## config.mk

```make
export PLATFORM = sky130hd
export DESIGN_NAME = multu_hilo_flat
export DESIGN_NICKNAME = d
export VERILOG_FILES = /design/src/rtl/multu_hilo_if.sv /design/src/rtl/multu_hilo.sv /design/src/flat_wrapper.sv
export SDC_FILE = /design/constraint.sdc
export NUM_CORES = 1
export LEC_CHECK = 0
export CAP_MARGIN = 0
export CORE_MARGIN = 2
export CORE_UTILIZATION = 55
export DETAILED_ROUTE_END_ITERATION = 10
export GPL_TIMING_DRIVEN = 0
export HOLD_SLACK_MARGIN = 0.15
export PLACE_DENSITY_LB_ADDON = 0.15
export SETUP_SLACK_MARGIN = 0.15
export SKIP_LAST_GASP = 1
export SLEW_MARGIN = 40
export SYNTH_ARGS = -nofsm -noshare
export SYNTH_HDL_FRONTEND = slang
export SYNTH_SLANG_ARGS = --single-unit
```

## constraint.sdc

```tcl
create_clock -name clk -period 5 [get_ports clk]
set_input_delay 1 -clock clk [delete_from_list [all_inputs] [get_ports clk]]
set_output_delay 1 -clock clk [all_outputs]
set_load 0.02 [all_outputs]
```

## src/rtl/multu_hilo_if.sv

```systemverilog
// Operation-code, operand and result bundle between the ALU control side and the multiplier.
// master drives code/operands and observes results; slave is the multiplier itself.
interface multu_hilo_if #(
  parameter int WIDTH = 32
);
  logic [5:0]       Signal;
  logic [WIDTH-1:0] dataA;
  logic [WIDTH-1:0] dataB;
  logic [WIDTH-1:0] hi;
  logic [WIDTH-1:0] lo;
  logic [WIDTH-1:0] dataOut;
  logic             busy;
  logic             done;

  modport master (
    output Signal, dataA, dataB,
    input  hi, lo, dataOut, busy, done
  );

  modport slave (
    input  Signal, dataA, dataB,
    output hi, lo, dataOut, busy, done
  );
endinterface

```

## src/rtl/multu_hilo.sv

```systemverilog
// Sequential unsigned shift-add multiplier with HI/LO commit; 32 steps, commit at E32 (early request) or later from READY.
// No backpressure: the caller holds MULTU/HILO to keep the operation alive, any other code aborts it.
module multu_hilo #(
  parameter int         WIDTH      = 32,
  parameter logic [5:0] MULTU_CODE = 6'b011001,
  parameter logic [5:0] HILO_CODE  = 6'b111111,
  parameter logic [5:0] MFHI_CODE  = 6'b010000,
  parameter logic [5:0] MFLO_CODE  = 6'b010010
) (
  input  logic          clk,
  input  logic          rst_n,
  multu_hilo_if.slave   bus
);

  localparam logic [5:0] LAST_STEP = 6'(WIDTH);

  typedef enum logic [1:0] {
    IDLE  = 2'd0,
    RUN   = 2'd1,
    READY = 2'd2
  } state_t;

  state_t             state_q, state_d;
  logic [2*WIDTH-1:0] mcand_q, mcand_d;
  logic [WIDTH-1:0]   mplier_q, mplier_d;
  logic [2*WIDTH-1:0] product_q, product_d;
  logic [5:0]         count_q, count_d;
  logic               pending_q, pending_d;
  logic [WIDTH-1:0]   hi_q, hi_d;
  logic [WIDTH-1:0]   lo_q, lo_d;
  logic               done_q, done_d;

  logic [2*WIDTH-1:0] step_prod;
  logic [5:0]         step_cnt;
  logic               is_multu;
  logic               is_hilo;

  always_ff @(posedge clk or negedge rst_n) begin
    if (!rst_n) begin
      state_q   <= IDLE;
      mcand_q   <= '0;
      mplier_q  <= '0;
      product_q <= '0;
      count_q   <= '0;
      pending_q <= 1'b0;
      hi_q      <= '0;
      lo_q      <= '0;
      done_q    <= 1'b0;
    end else begin
      state_q   <= state_d;
      mcand_q   <= mcand_d;
      mplier_q  <= mplier_d;
      product_q <= product_d;
      count_q   <= count_d;
      pending_q <= pending_d;
      hi_q      <= hi_d;
      lo_q      <= lo_d;
      done_q    <= done_d;
    end
  end

  always_comb begin
    state_d   = state_q;
    mcand_d   = mcand_q;
    mplier_d  = mplier_q;
    product_d = product_q;
    count_d   = count_q;
    pending_d = pending_q;
    hi_d      = hi_q;
    lo_d      = lo_q;
    done_d    = 1'b0;

    is_multu  = (bus.Signal == MULTU_CODE);
    is_hilo   = (bus.Signal == HILO_CODE);
    step_prod = product_q + (mplier_q[0] ? mcand_q : '0);
    step_cnt  = count_q + 6'd1;

    unique case (state_q)
      IDLE: begin
        if (is_multu) begin
          mcand_d   = {{WIDTH{1'b0}}, bus.dataA};
          mplier_d  = bus.dataB;
          product_d = '0;
          count_d   = '0;
          pending_d = 1'b0;
          state_d   = RUN;
        end
      end

      RUN: begin
        if (is_multu || is_hilo) begin
          product_d = step_prod;
          mcand_d   = mcand_q << 1;
          mplier_d  = mplier_q >> 1;
          count_d   = step_cnt;
          pending_d = pending_q | is_hilo;
          if (step_cnt == LAST_STEP) begin
            // A commit request seen at any point in the run lands on the final step's edge.
            if (pending_q | is_hilo) begin
              hi_d    = step_prod[2*WIDTH-1:WIDTH];
              lo_d    = step_prod[WIDTH-1:0];
              done_d  = 1'b1;
              state_d = IDLE;
            end else begin
              state_d = READY;
            end
          end
        end else begin
          state_d = IDLE;
        end
      end

      READY: begin
        if (is_hilo) begin
          hi_d    = product_q[2*WIDTH-1:WIDTH];
          lo_d    = product_q[WIDTH-1:0];
          done_d  = 1'b1;
          state_d = IDLE;
        end else if (!is_multu) begin
          state_d = IDLE;
        end
      end

      default: state_d = IDLE;
    endcase
  end

  always_comb begin
    bus.dataOut = '0;
    if (bus.Signal == MFHI_CODE) begin
      bus.dataOut = hi_q;
    end else if (bus.Signal == MFLO_CODE) begin
      bus.dataOut = lo_q;
    end
  end

  assign bus.hi   = hi_q;
  assign bus.lo   = lo_q;
  assign bus.busy = (state_q != IDLE);
  assign bus.done = done_q;

endmodule
```

## src/flat_wrapper.sv

```systemverilog
// flat-port wrapper written by rule: the top's interface ports become plain ports
module multu_hilo_flat 
#(
  parameter int         WIDTH      = 32,
  parameter logic [5:0] MULTU_CODE = 6'b011001,
  parameter logic [5:0] HILO_CODE  = 6'b111111,
  parameter logic [5:0] MFHI_CODE  = 6'b010000,
  parameter logic [5:0] MFLO_CODE  = 6'b010010
)
  (clk, rst_n, bus_Signal, bus_dataA, bus_dataB, bus_hi, bus_lo, bus_dataOut, bus_busy, bus_done);
  multu_hilo_if #(.WIDTH(WIDTH)) bus_i ();
  input  logic clk;
  input  logic rst_n;
  input wire logic [$bits(bus_i.Signal)-1:0] bus_Signal;
  input wire logic [$bits(bus_i.dataA)-1:0] bus_dataA;
  input wire logic [$bits(bus_i.dataB)-1:0] bus_dataB;
  output wire logic [$bits(bus_i.hi)-1:0] bus_hi;
  output wire logic [$bits(bus_i.lo)-1:0] bus_lo;
  output wire logic [$bits(bus_i.dataOut)-1:0] bus_dataOut;
  output wire logic [$bits(bus_i.busy)-1:0] bus_busy;
  output wire logic [$bits(bus_i.done)-1:0] bus_done;
  assign bus_i.Signal = bus_Signal;
  assign bus_i.dataA = bus_dataA;
  assign bus_i.dataB = bus_dataB;
  assign bus_hi = bus_i.hi;
  assign bus_lo = bus_i.lo;
  assign bus_dataOut = bus_i.dataOut;
  assign bus_busy = bus_i.busy;
  assign bus_done = bus_i.done;
  multu_hilo #(.WIDTH(WIDTH), .MULTU_CODE(MULTU_CODE), .HILO_CODE(HILO_CODE), .MFHI_CODE(MFHI_CODE), .MFLO_CODE(MFLO_CODE)) u_core (.clk(clk), .rst_n(rst_n), .bus(bus_i));
endmodule
```

==> flow_metrics.py, run 1 <==
metrics = {
    "status": {
        "outcome": "completed",
    },
    "sta": {
        "finalSetupTns_ns": 0,
        "holdWs_ns": 0.372,
        "period_minus_slack_ns": 4.81,
        "rsz0062_at_grt": "false",
        "period_share_pct": 96.3,
        "max_freq_ghz": 0.208,
        "setup_violations": 0,
        "finalMaxSlewViolations": 0,
        "clock_skew_ns": 0.0139,
        "maxSlewHeadroom_pct": 42.0,
        "worst_pin_slew_ns": 0.870,
        "finalHoldViolCount": 0,
    },
    "final_layout": {
        "layout_common_cells": "nand2_1 (314), dfrtp_1 (234), o21ai_0 (187), clkdlybuf4s50_1 (167), a21oi_1 (132)",
        "layout-drive-gt1-share_pct": 4.91,
        "fillCellCount": 2265,
        "diodes": 0,
        "final_common_cell": "nand2_1",
        "syn_to_final_growth_pct": 20.4,
        "nets": 2118,
    },
    "run": {
        "drv_cap": 0,
    },
    "yosys": {
        "async_reset_ff_share_pct": 100,
        "synth_flop_cell": "dfrtp_1",
        "syn_area_per_cell_um2": 8.44,
        "postSynthNetCount": 1919,
        "synth_top_family_by_area": "compound AO/OA/AOI/OAI gates",
        "synth_seq_cells": 234,
        "yosysWarnings": 0,
        "synth_simple_gate_area_share_pct": 19.9,
        "synth-compound-area-share_pct": 20.0,
        "synth.distinct_cells": 72,
        "synth_xor_area_share_pct": 3.68,
        "synthMuxAreaShare_pct": 7.34,
        "seq_area_frac_synth_pct": 39.0,
        "netlist_area_mm2": 0.0150,
        "syn_inst": 1778,
        "synth_edf_count": 0,
        "synthAdderAreaFrac_pct": 5.80,
    },
    "clock_tree": {
        "cts_buffers": 26,
        "htreeDepth": 1,
        "clkSinkCount": 234,
        "cts_tree": "done",
        "root_buffer": "clkbuf_16",
        "cts_setup_buffers": 0,
        "hold_buffers": 0,
        "clock_path_buffers": 3,
        "clk_latency_ns": 0.54,
        "cts-resized-gates": 0,
        "cts.clk_slew.worst_paths_ns": 0.06,
    },
    "detailed_routing": {
        "viasPerCell": 5.97,
        "drc": 0,
        "drtAntennaViolNets": 0,
        "initialDrtViolationCount": 1438,
        "vias": 13955,
        "wl_um": 48100,
        "drt-pass1-iter-count": 6,
        "wl_per_cell_um": 20.6,
    },
    "grt": {
        "grt_use_met3_pct": 6.53,
        "grt.busiest_layer": "met2",
        "grt_pass1_wl_um": 74100,
        "grt_overflow": 0,
        "antenna_found_initial": 0,
        "met1_usage_pct": 48.7,
        "first_global_vias": 13212,
        "grt_usage_pct": 33.5,
        "grt_max_degree": 77,
        "grt_use_met2_pct": 50.4,
    },
    "critical_path": {
        "path_max_fanout": 10,
        "required_ns": 4.00,
        "setup.worst_path.start_class": "input port",
        "path_class": "in2out",
        "cp-end-kind": "output pin",
        "arrival_ns": 3.81,
    },
    "floorplanning": {
        "ioPinCount": 170,
        "fp.dieArea_mm2": 0.0286,
        "start_util_pct": 55.9,
        "die_y_um": 169,
        "core_mm2": 0.0269,
        "die_x_um": 169,
        "row_count": 60,
    },
    "hold_path": {
        "hp-class": "in2async",
    },
    "power_and_ir_drop": {
        "p_per_area_mw_per_mm2": 361,
        "power_uw": 6530,
        "max-vdd-ir-drop_mv": 0.243,
        "p_leak_uw": 0.00808,
    },
    "place": {
        "port-buffer-count": 168,
        "gp_congestion": 1.01,
        "dp_hpwl_um": 38400,
    },
}
worst max-delay path, stage by stage:
cell and delay [ns]:
clkdlybuf4s50_1 0.47, or3b_2 0.49, or3_1 0.47, clkbuf_1 0.23, clkbuf_1 0.28, nor2_1 0.22, clkdlybuf4s50_1 0.64
area by class of cell:
class                      instances  area (um^2)  share of cell area [%]
timing repair buffer             171         1760                    9.74
tap                              341          427                    2.36
clock inverter                     7         85.1                   0.471
buffer                           131          552                    3.05
sequential                       234         5860                    32.4
clock buffer                      40          785                    4.34
inverter                          22         82.6                   0.457
multi-input combinational       1391         8530                    47.2
cells by family (layout without fill, tap and decap cells):
kind of cell	Yosys count	in the layout
flops	234	234
mux	110	110
xor+xnor	63	63
fa+ha+maj	69	69
compound gates	495	495
simple gates	654	654
buf+inv	153	371
synthesized netlist by cell type, drive strengths merged (36+ instances only):
cell type  instances  area [um^2]
a21o              40          300
a21oi            136          696
and2              64          400
clkbuf            99          372
dfrtp            234         5860
ha                68          851
mux2i            109         1090
nand2            315         1180
nand3             73          365
nor2             106          398
o21ai            202         1020
xnor2             36          315
layer usage:
layer / up-vias / part of all wire, % / routed length [um]
met1: 6672 / 45 / 21800
li1: 6625 / - / -
met4: 0 / 3.5 / 1680
met5: - / 0 / 0
met3: 75 / 8.8 / 4250
met2: 583 / 42 / 20400
metrics by stage:
| step | cell area, um^2 | setup WS, ns | std cells | utilization [%] |
|---|---|---|---|---|
| 2_1_floorplan | 15000 | 1.56 | 1778 | - |
| 3_3_place_gp | 17100 | -7.03 | 2287 | 63.7 |
| 3_5_place_dp | 17200 | 0.234 | 2290 | 64.0 |
| 4_1_cts | 18100 | 0.234 | 2337 | 67.3 |
| 5_1_grt | 18100 | 0.156 | 2337 | 67.3 |
| 6_report | 18100 | 0.187 | 2337 | 67.3 |
power by group:
| group | switching (uW) | internal (uW) |
|---|---|---|
| sequential | 312 | 2260 |
| clock | 768 | 1180 |
| combinational | 1200 | 814 |
final timing paths:
kind                       slack, ns                   to                from  depth (start not counted)
hold / removal                  0.37    u_core.bus.lo[14]               rst_n                          1
hold reg to reg                 0.48   u_core.mcand_q[63]  u_core.mcand_q[63]                          2
setup / recovery                0.19       bus_dataOut[3]       bus_Signal[4]                          7
min in group clk                0.48   u_core.mcand_q[63]  u_core.mcand_q[63]                          2
max in group asynchronous       3.90  u_core.mplier_q[18]               rst_n                          2
setup reg to reg                0.38    u_core.bus.hi[28]  u_core.mplier_q[0]                         16
registers in the layout, indices dropped and copies added, names as in the netlist:
register / count
u_core.pending_q: 1
u_core.mcand_q: 64
u_core.mplier_q: 32
u_core.bus.lo: 32
u_core.product_q: 64
u_core.count_q: 6
u_core.bus.done: 1
u_core.bus.hi: 32
u_core.state_q: 2
Note: power is estimated with default switching activity, not from simulation.
==> run 2: changes to the inputs <==
--- a/config.mk
+++ b/config.mk
@@ -5,9 +5,10 @@
 export SDC_FILE = /design/constraint.sdc
 export NUM_CORES = 1
 export LEC_CHECK = 0
+export ABC_CLOCK_PERIOD_IN_PS = 4100
 export CAP_MARGIN = 0
 export CORE_MARGIN = 2
-export CORE_UTILIZATION = 55
+export CORE_UTILIZATION = 52
 export DETAILED_ROUTE_END_ITERATION = 10
 export GPL_TIMING_DRIVEN = 0
 export HOLD_SLACK_MARGIN = 0.15
==> constraint.sdc (replaced) <==
create_clock -name clk -period 4.1 [get_ports clk]
set_input_delay 0.82 -clock clk [delete_from_list [all_inputs] [get_ports clk]]
set_output_delay 0.82 -clock clk [all_outputs]
set_load 0.1 [all_outputs]
==> run 2 against run 1 <==
Against the previous run: clock-buffer cell count is 2 lower; power up 40%; sequential share of layout area rose by 0.15 points; worst hold slack worse by 0.18 ns.
==> flow_metrics.py, run 2 (synthesis results as in run 1) <==
metrics = {
    "grt": {
        "first_global_vias": 13854,
        "grt_max_degree": 68,
        "antenna_found_initial": 1,
        "grt_pass1_wl_um": 79100,
        "grt_overflow": 0,
        "grt_usage_pct": 33.6,
    },
    "power_and_ir_drop": {
        "max-vdd-ir-drop_mv": 0.568,
        "p_per_area_mw_per_mm2": 507,
        "power_uw": 9130,
        "p_leak_uw": 0.00844,
    },
    "sta": {
        "rsz0062_at_grt": "false",
        "period_minus_slack_ns": 3.90,
        "finalSetupTns_ns": 0,
        "finalHoldViolCount": 0,
        "max_freq_ghz": 0.257,
        "setup_violations": 0,
        "holdWs_ns": 0.188,
        "maxSlewHeadroom_pct": 36.3,
        "period_share_pct": 95.0,
        "finalMaxSlewViolations": 0,
        "clock_skew_ns": 0.0149,
        "fin_ws_ns": 0.203,
        "worst_pin_slew_ns": 0.956,
    },
    "final_layout": {
        "layout_common_cells": "nand2_1 (314), dfrtp_1 (234), o21ai_0 (177), a21oi_1 (127), mux2i_1 (109)",
        "final_common_cell": "nand2_1",
        "multi_input_area_mm2": 0.00869,
        "ff_latch_area_mm2": 0.00586,
        "nets": 2122,
        "fillCellCount": 2588,
        "layout-drive-gt1-share_pct": 11.8,
        "utilization_pct": 63.0,
        "syn_to_final_growth_pct": 19.9,
        "top_regs": "u_core.mcand_q (64), u_core.product_q (64)",
    },
    "clock_tree": {
        "clk_latency_ns": 0.55,
        "cts.clk_slew.worst_paths_ns": 0.07,
        "clkSinkCount": 234,
        "hold_buffers": 0,
        "cts_tree": "done",
        "root_buffer": "clkbuf_16",
        "clock_path_buffers": 3,
        "htreeDepth": 1,
        "cts_buffers": 26,
    },
    "detailed_routing": {
        "wl_per_cell_um": 21.5,
        "drt-pass1-iter-count": 5,
        "viasPerCell": 5.91,
        "initialDrtViolationCount": 1399,
        "wl_um": 51400,
        "drc": 0,
        "drtAntennaViolNets": 0,
        "vias": 14118,
    },
    "critical_path": {
        "required_ns": 4.53,
        "path_max_fanout": 10,
        "path_class": "reg2reg",
        "setup.worst_path.start_class": "flip-flop",
        "cp-end-kind": "flip-flop",
        "arrival_ns": 4.33,
    },
    "floorplanning": {
        "ioPinCount": 170,
        "row_count": 62,
        "die_y_um": 174,
        "start_util_pct": 52.6,
        "core_mm2": 0.0285,
        "fp.dieArea_mm2": 0.0302,
        "die_x_um": 174,
    },
    "place": {
        "dp_slack_ns": -0.617,
        "gp_congestion": 0.965,
        "dp_hpwl_um": 39700,
        "port-buffer-count": 168,
    },
    "run": {
        "drv_cap": 0,
    },
    "status": {
        "outcome": "completed",
    },
    "hold_path": {
        "hp-class": "in2async",
    },
}
[run 2: worst paths after layout]
check | endpoint | slack (ns) | cells past startpoint | startpoint
max | u_core.bus.hi[28] | 0.20 | 17 | u_core.mplier_q[0]
min | u_core.bus.lo[14] | 0.19 | 1 | rst_n
max reg2reg | u_core.bus.hi[28] | 0.20 | 17 | u_core.mplier_q[0]
max in group asynchronous | u_core.mplier_q[12] | 2.90 | 3 | rst_n
min in group clk | u_core.mplier_q[2] | 0.48 | 2 | u_core.mplier_q[2]
min reg2reg | u_core.mplier_q[2] | 0.48 | 2 | u_core.mplier_q[2]
[run 2: cell type report]
cell class / count / area share [%]
diodes: 2 / 0.0278
plain buffers: 131 / 3.27
clock buffers: 38 / 4.21
inverters: 22 / 0.459
well taps: 384 / 2.67
clock inverters: 10 / 0.605
flip-flops and latches: 234 / 32.5
multi-input cells: 1391 / 48.3
repair buffers: 175 / 7.96
[run 2: per-layer routing]
metal / global-route usage (%) / up-vias / part of all wire (%)
li1: - / 6617 / -
met1: 47.6 / 6792 / 45
met2: 53.1 / 607 / 44
met3: 5.53 / 102 / 8.2
met4: 10.5 / 0 / 3.3
met5: 0 / - / 0
[run 2: worst max-delay path, cell delays in order, from the launching register on]
cell and delay (ns):
dfrtp_1 0.35, buf_4 0.21, clkbuf_8 0.22, and2_1 0.14
ha_1 0.17, inv_1 0.07, fa_1 0.41, nand2b_1 0.23
a21oi_2 0.22, o21ai_2 0.13, a21oi_4 0.24, a31oi_4 0.15
o31ai_4 0.26, buf_4 0.19, a21oi_4 0.09, o41ai_4 0.34
mux2i_1 0.26, nand3_1 0.09
[run 2: report_power, final]
group	internal [uW]	leakage, uW	switching [uW]	total [uW]
combinational	831	0.00485	2750	3580
sequential	2750	0.00316	392	3150
clock	1400	0.000422	1000	2410
[run 2: per-stage QoR]
step	std cells	cell area, um^2
floorplan	1778	15000
global placement	2330	17200
detailed placement	2333	16800
CTS	2382	17800
global route	2385	18000
finish	2387	18000
[run 2: repair_timing]
action,in CTS,in global routing
setup buffers,1,3
gates resized for setup,54,50
pin swaps,2,6
endpoints found under the setup margin,102,63
endpoints found under the hold margin,0,0
==> run 3: changes to the inputs <==
--- a/config.mk
+++ b/config.mk
@@ -15,7 +15,7 @@
 export PLACE_DENSITY_LB_ADDON = 0.15
 export SETUP_SLACK_MARGIN = 0.15
 export SKIP_LAST_GASP = 1
-export SLEW_MARGIN = 40
+export SLEW_MARGIN = 0
 export SYNTH_ARGS = -nofsm -noshare
 export SYNTH_HDL_FRONTEND = slang
 export SYNTH_SLANG_ARGS = --single-unit
==> run 3 against run 2 <==
Against the previous run: flip-flop and latch count is the same; sequential power is essentially flat; first-iteration DRC count is 2.3% lower; design area increased by 2.1%; non-clock buffer count is 3 higher; worst hold slack gained 0.29 ns; power increased by 3.7%; highest routed layer unchanged.
==> flow_metrics.py, run 3 (synthesis results as in run 1) <==
metrics = {
    "status": {
        "outcome": "completed",
    },
    "clock_tree": {
        "cts_tree": "done",
        "clk_latency_ns": 0.57,
        "htreeDepth": 1,
        "clock_path_buffers": 3,
        "cts_buffers": 26,
        "root_buffer": "clkbuf_16",
        "cts.clk_slew.worst_paths_ns": 0.06,
        "clkSinkCount": 234,
    },
    "detailed_routing": {
        "initialDrtViolationCount": 1367,
        "drc": 0,
        "drt-pass1-iter-count": 5,
        "drtAntennaViolNets": 0,
        "viasPerCell": 5.93,
        "wl_um": 51600,
        "wl_per_cell_um": 21.6,
        "vias": 14144,
    },
    "floorplanning": {
        "ioPinCount": 170,
        "core_mm2": 0.0285,
        "fp.dieArea_mm2": 0.0302,
        "die_x_um": 174,
        "die_y_um": 174,
        "row_count": 62,
        "start_util_pct": 52.6,
    },
    "critical_path": {
        "slowest_delay_ns": 0.48,
        "reg2reg_slack_ns": 0.23,
        "required_ns": 3.28,
        "crit_slowest_cell": "or3b_2",
        "setup.worst_path.start_class": "input port",
        "crit_start": "bus_Signal[4]",
        "critPathCapture": "bus_dataOut[10]",
        "path_max_fanout": 10,
        "path_class": "in2out",
        "r2r_cells": 15,
        "cp-end-kind": "output pin",
        "arrival_ns": 3.12,
        "cp.depth": 7,
        "reg2reg_to": "u_core.bus.hi[20]",
        "crit_family": "buffers and inverters",
        "r2r_start": "u_core.mplier_q[0]",
        "path_cells": "clkdlybuf4s50_1 -> or3b_2 -> or3_1 -> clkbuf_2 -> clkbuf_4 -> nor2_1 -> buf_6",
        "crit_buf_inv": 4,
    },
    "sta": {
        "setup_violations": 0,
        "max_freq_ghz": 0.254,
        "finalMaxSlewViolations": 0,
        "clock_skew_ns": 0.0407,
        "worst_pin_slew_ns": 1.08,
        "holdWs_ns": 0.482,
        "period_share_pct": 96.0,
        "maxSlewHeadroom_pct": 27.8,
        "finalSetupTns_ns": 0,
        "finalHoldViolCount": 0,
        "rsz0062_at_grt": "true",
        "period_minus_slack_ns": 3.94,
    },
    "grt": {
        "grt_max_degree": 119,
        "antenna_found_initial": 0,
        "grt_use_met3_pct": 7.72,
        "grt_use_met2_pct": 52.5,
        "grt_pass1_wl_um": 78900,
        "grt.busiest_layer": "met2",
        "grt_overflow": 0,
        "met1_usage_pct": 46.3,
        "grt_usage_pct": 33.6,
        "first_global_vias": 13794,
    },
    "power_and_ir_drop": {
        "max-vdd-ir-drop_mv": 0.460,
        "p_leak_uw": 0.00835,
        "p_per_area_mw_per_mm2": 516,
    },
    "run": {
        "drv_cap": 0,
    },
    "final_layout": {
        "top_regs": "u_core.mcand_q (64), u_core.product_q (64)",
        "diodes": 0,
        "final_area_mm2": 0.0184,
        "layout_common_cells": "nand2_1 (314), dfrtp_1 (234), o21ai_0 (177), clkdlybuf4s50_1 (135), a21oi_1 (127)",
        "final_common_cell": "nand2_1",
        "syn_to_final_growth_pct": 22.4,
        "utilization_pct": 64.4,
        "layout-drive-gt1-share_pct": 8.39,
        "nets": 2125,
    },
    "hold_path": {
        "hold_start": "u_core.mplier_q[2]",
        "hp-class": "reg2reg",
    },
    "place": {
        "placed_area_mm2": 0.0172,
        "gp_congestion": 0.965,
        "dp_hpwl_um": 39600,
        "port-buffer-count": 168,
    },
}
-- run 3: changes by cell type in the layout (fill, tap and decap cells not counted), sizes merged, moves of 3 or more --
| cell | delta |
|---|---|
| clkdlybuf4s50 | +66 |
| buf | -63 |
| clkbuf | -9 |
| bufinv | +3 |
| clkinv | +3 |
-- run 3: timing repair --
| item | in CTS | in global routing |
|---|---|---|
| hold buffers | 1 | 0 |
| gates resized for setup | 203 | 51 |
| pin swaps | 1 | 11 |
| buffers inserted | 0 | 7 |
| endpoints found under the hold margin | 17 | 0 |
| endpoints found under the setup margin | 102 | 59 |
-- run 3: where the power goes --
part / internal, uW / switching (uW) / total, uW
Combinational: 1000 / 2760 / 3760
Sequential: 2750 / 390 / 3140
Clock: 1550 / 1020 / 2570
Total: 5310 / 4170 / 9480
-- run 3: final cells by class --
cell class / instances / area, um^2
clock inverter: 15 / 221
multi-input combinational: 1391 / 8670
inverter: 22 / 82.6
clock buffer: 32 / 713
sequential: 234 / 5860
timing repair buffer: 178 / 1770
tap: 384 / 480
buffer: 131 / 581
fill: 2530 / 10200
-- run 3: how the worst min path moves through the flow --
stage                               end  slack, ns  cells past startpoint
floorplan           u_core.mplier_q[31]       0.44                      2
global placement    u_core.mplier_q[11]       0.46                      2
detailed placement   u_core.mplier_q[2]       0.47                      2
CTS                  u_core.mplier_q[2]       0.48                      2
global route        u_core.mplier_q[19]       0.51                      2
finish               u_core.mplier_q[2]       0.48                      2
-- run 3: per-layer routing --
metal / part of all wire [%] / wire length (um) / vias to the layer above
met3: 9.6 / 4960 / 106
li1: - / - / 6625
met4: 4.0 / 2060 / 0
met5: 0 / 0 / -
met1: 43 / 22200 / 6799
met2: 43 / 22500 / 614
-- run 3: worst register-to-register path, delay by kind of cell (launching register included) --
| family | cells | cell delay (ns) |
|---|---|---|
| and+or+nand+nor | 1 | 0.22 |
| adders and majority gates | 1 | 0.37 |
| DFF | 1 | 0.38 |
| AOI/OAI and AO/OA | 9 | 2.11 |
| xor gates and xnor gates | 1 | 0.13 |
| buffers and inverters | 3 | 0.57 |
-- run 3: per-stage QoR --
stage | setup slack, ns | power, uW | cells
3_5_place_dp | -0.995 | 6870 | 2332
6_report | 0.164 | 9480 | 2387
5_1_grt | 0.120 | 9840 | 2387
2_1_floorplan | 0.0582 | 5660 | 1778
3_3_place_gp | -8.09 | 6790 | 2330
4_1_cts | 0.0960 | 9440 | 2380
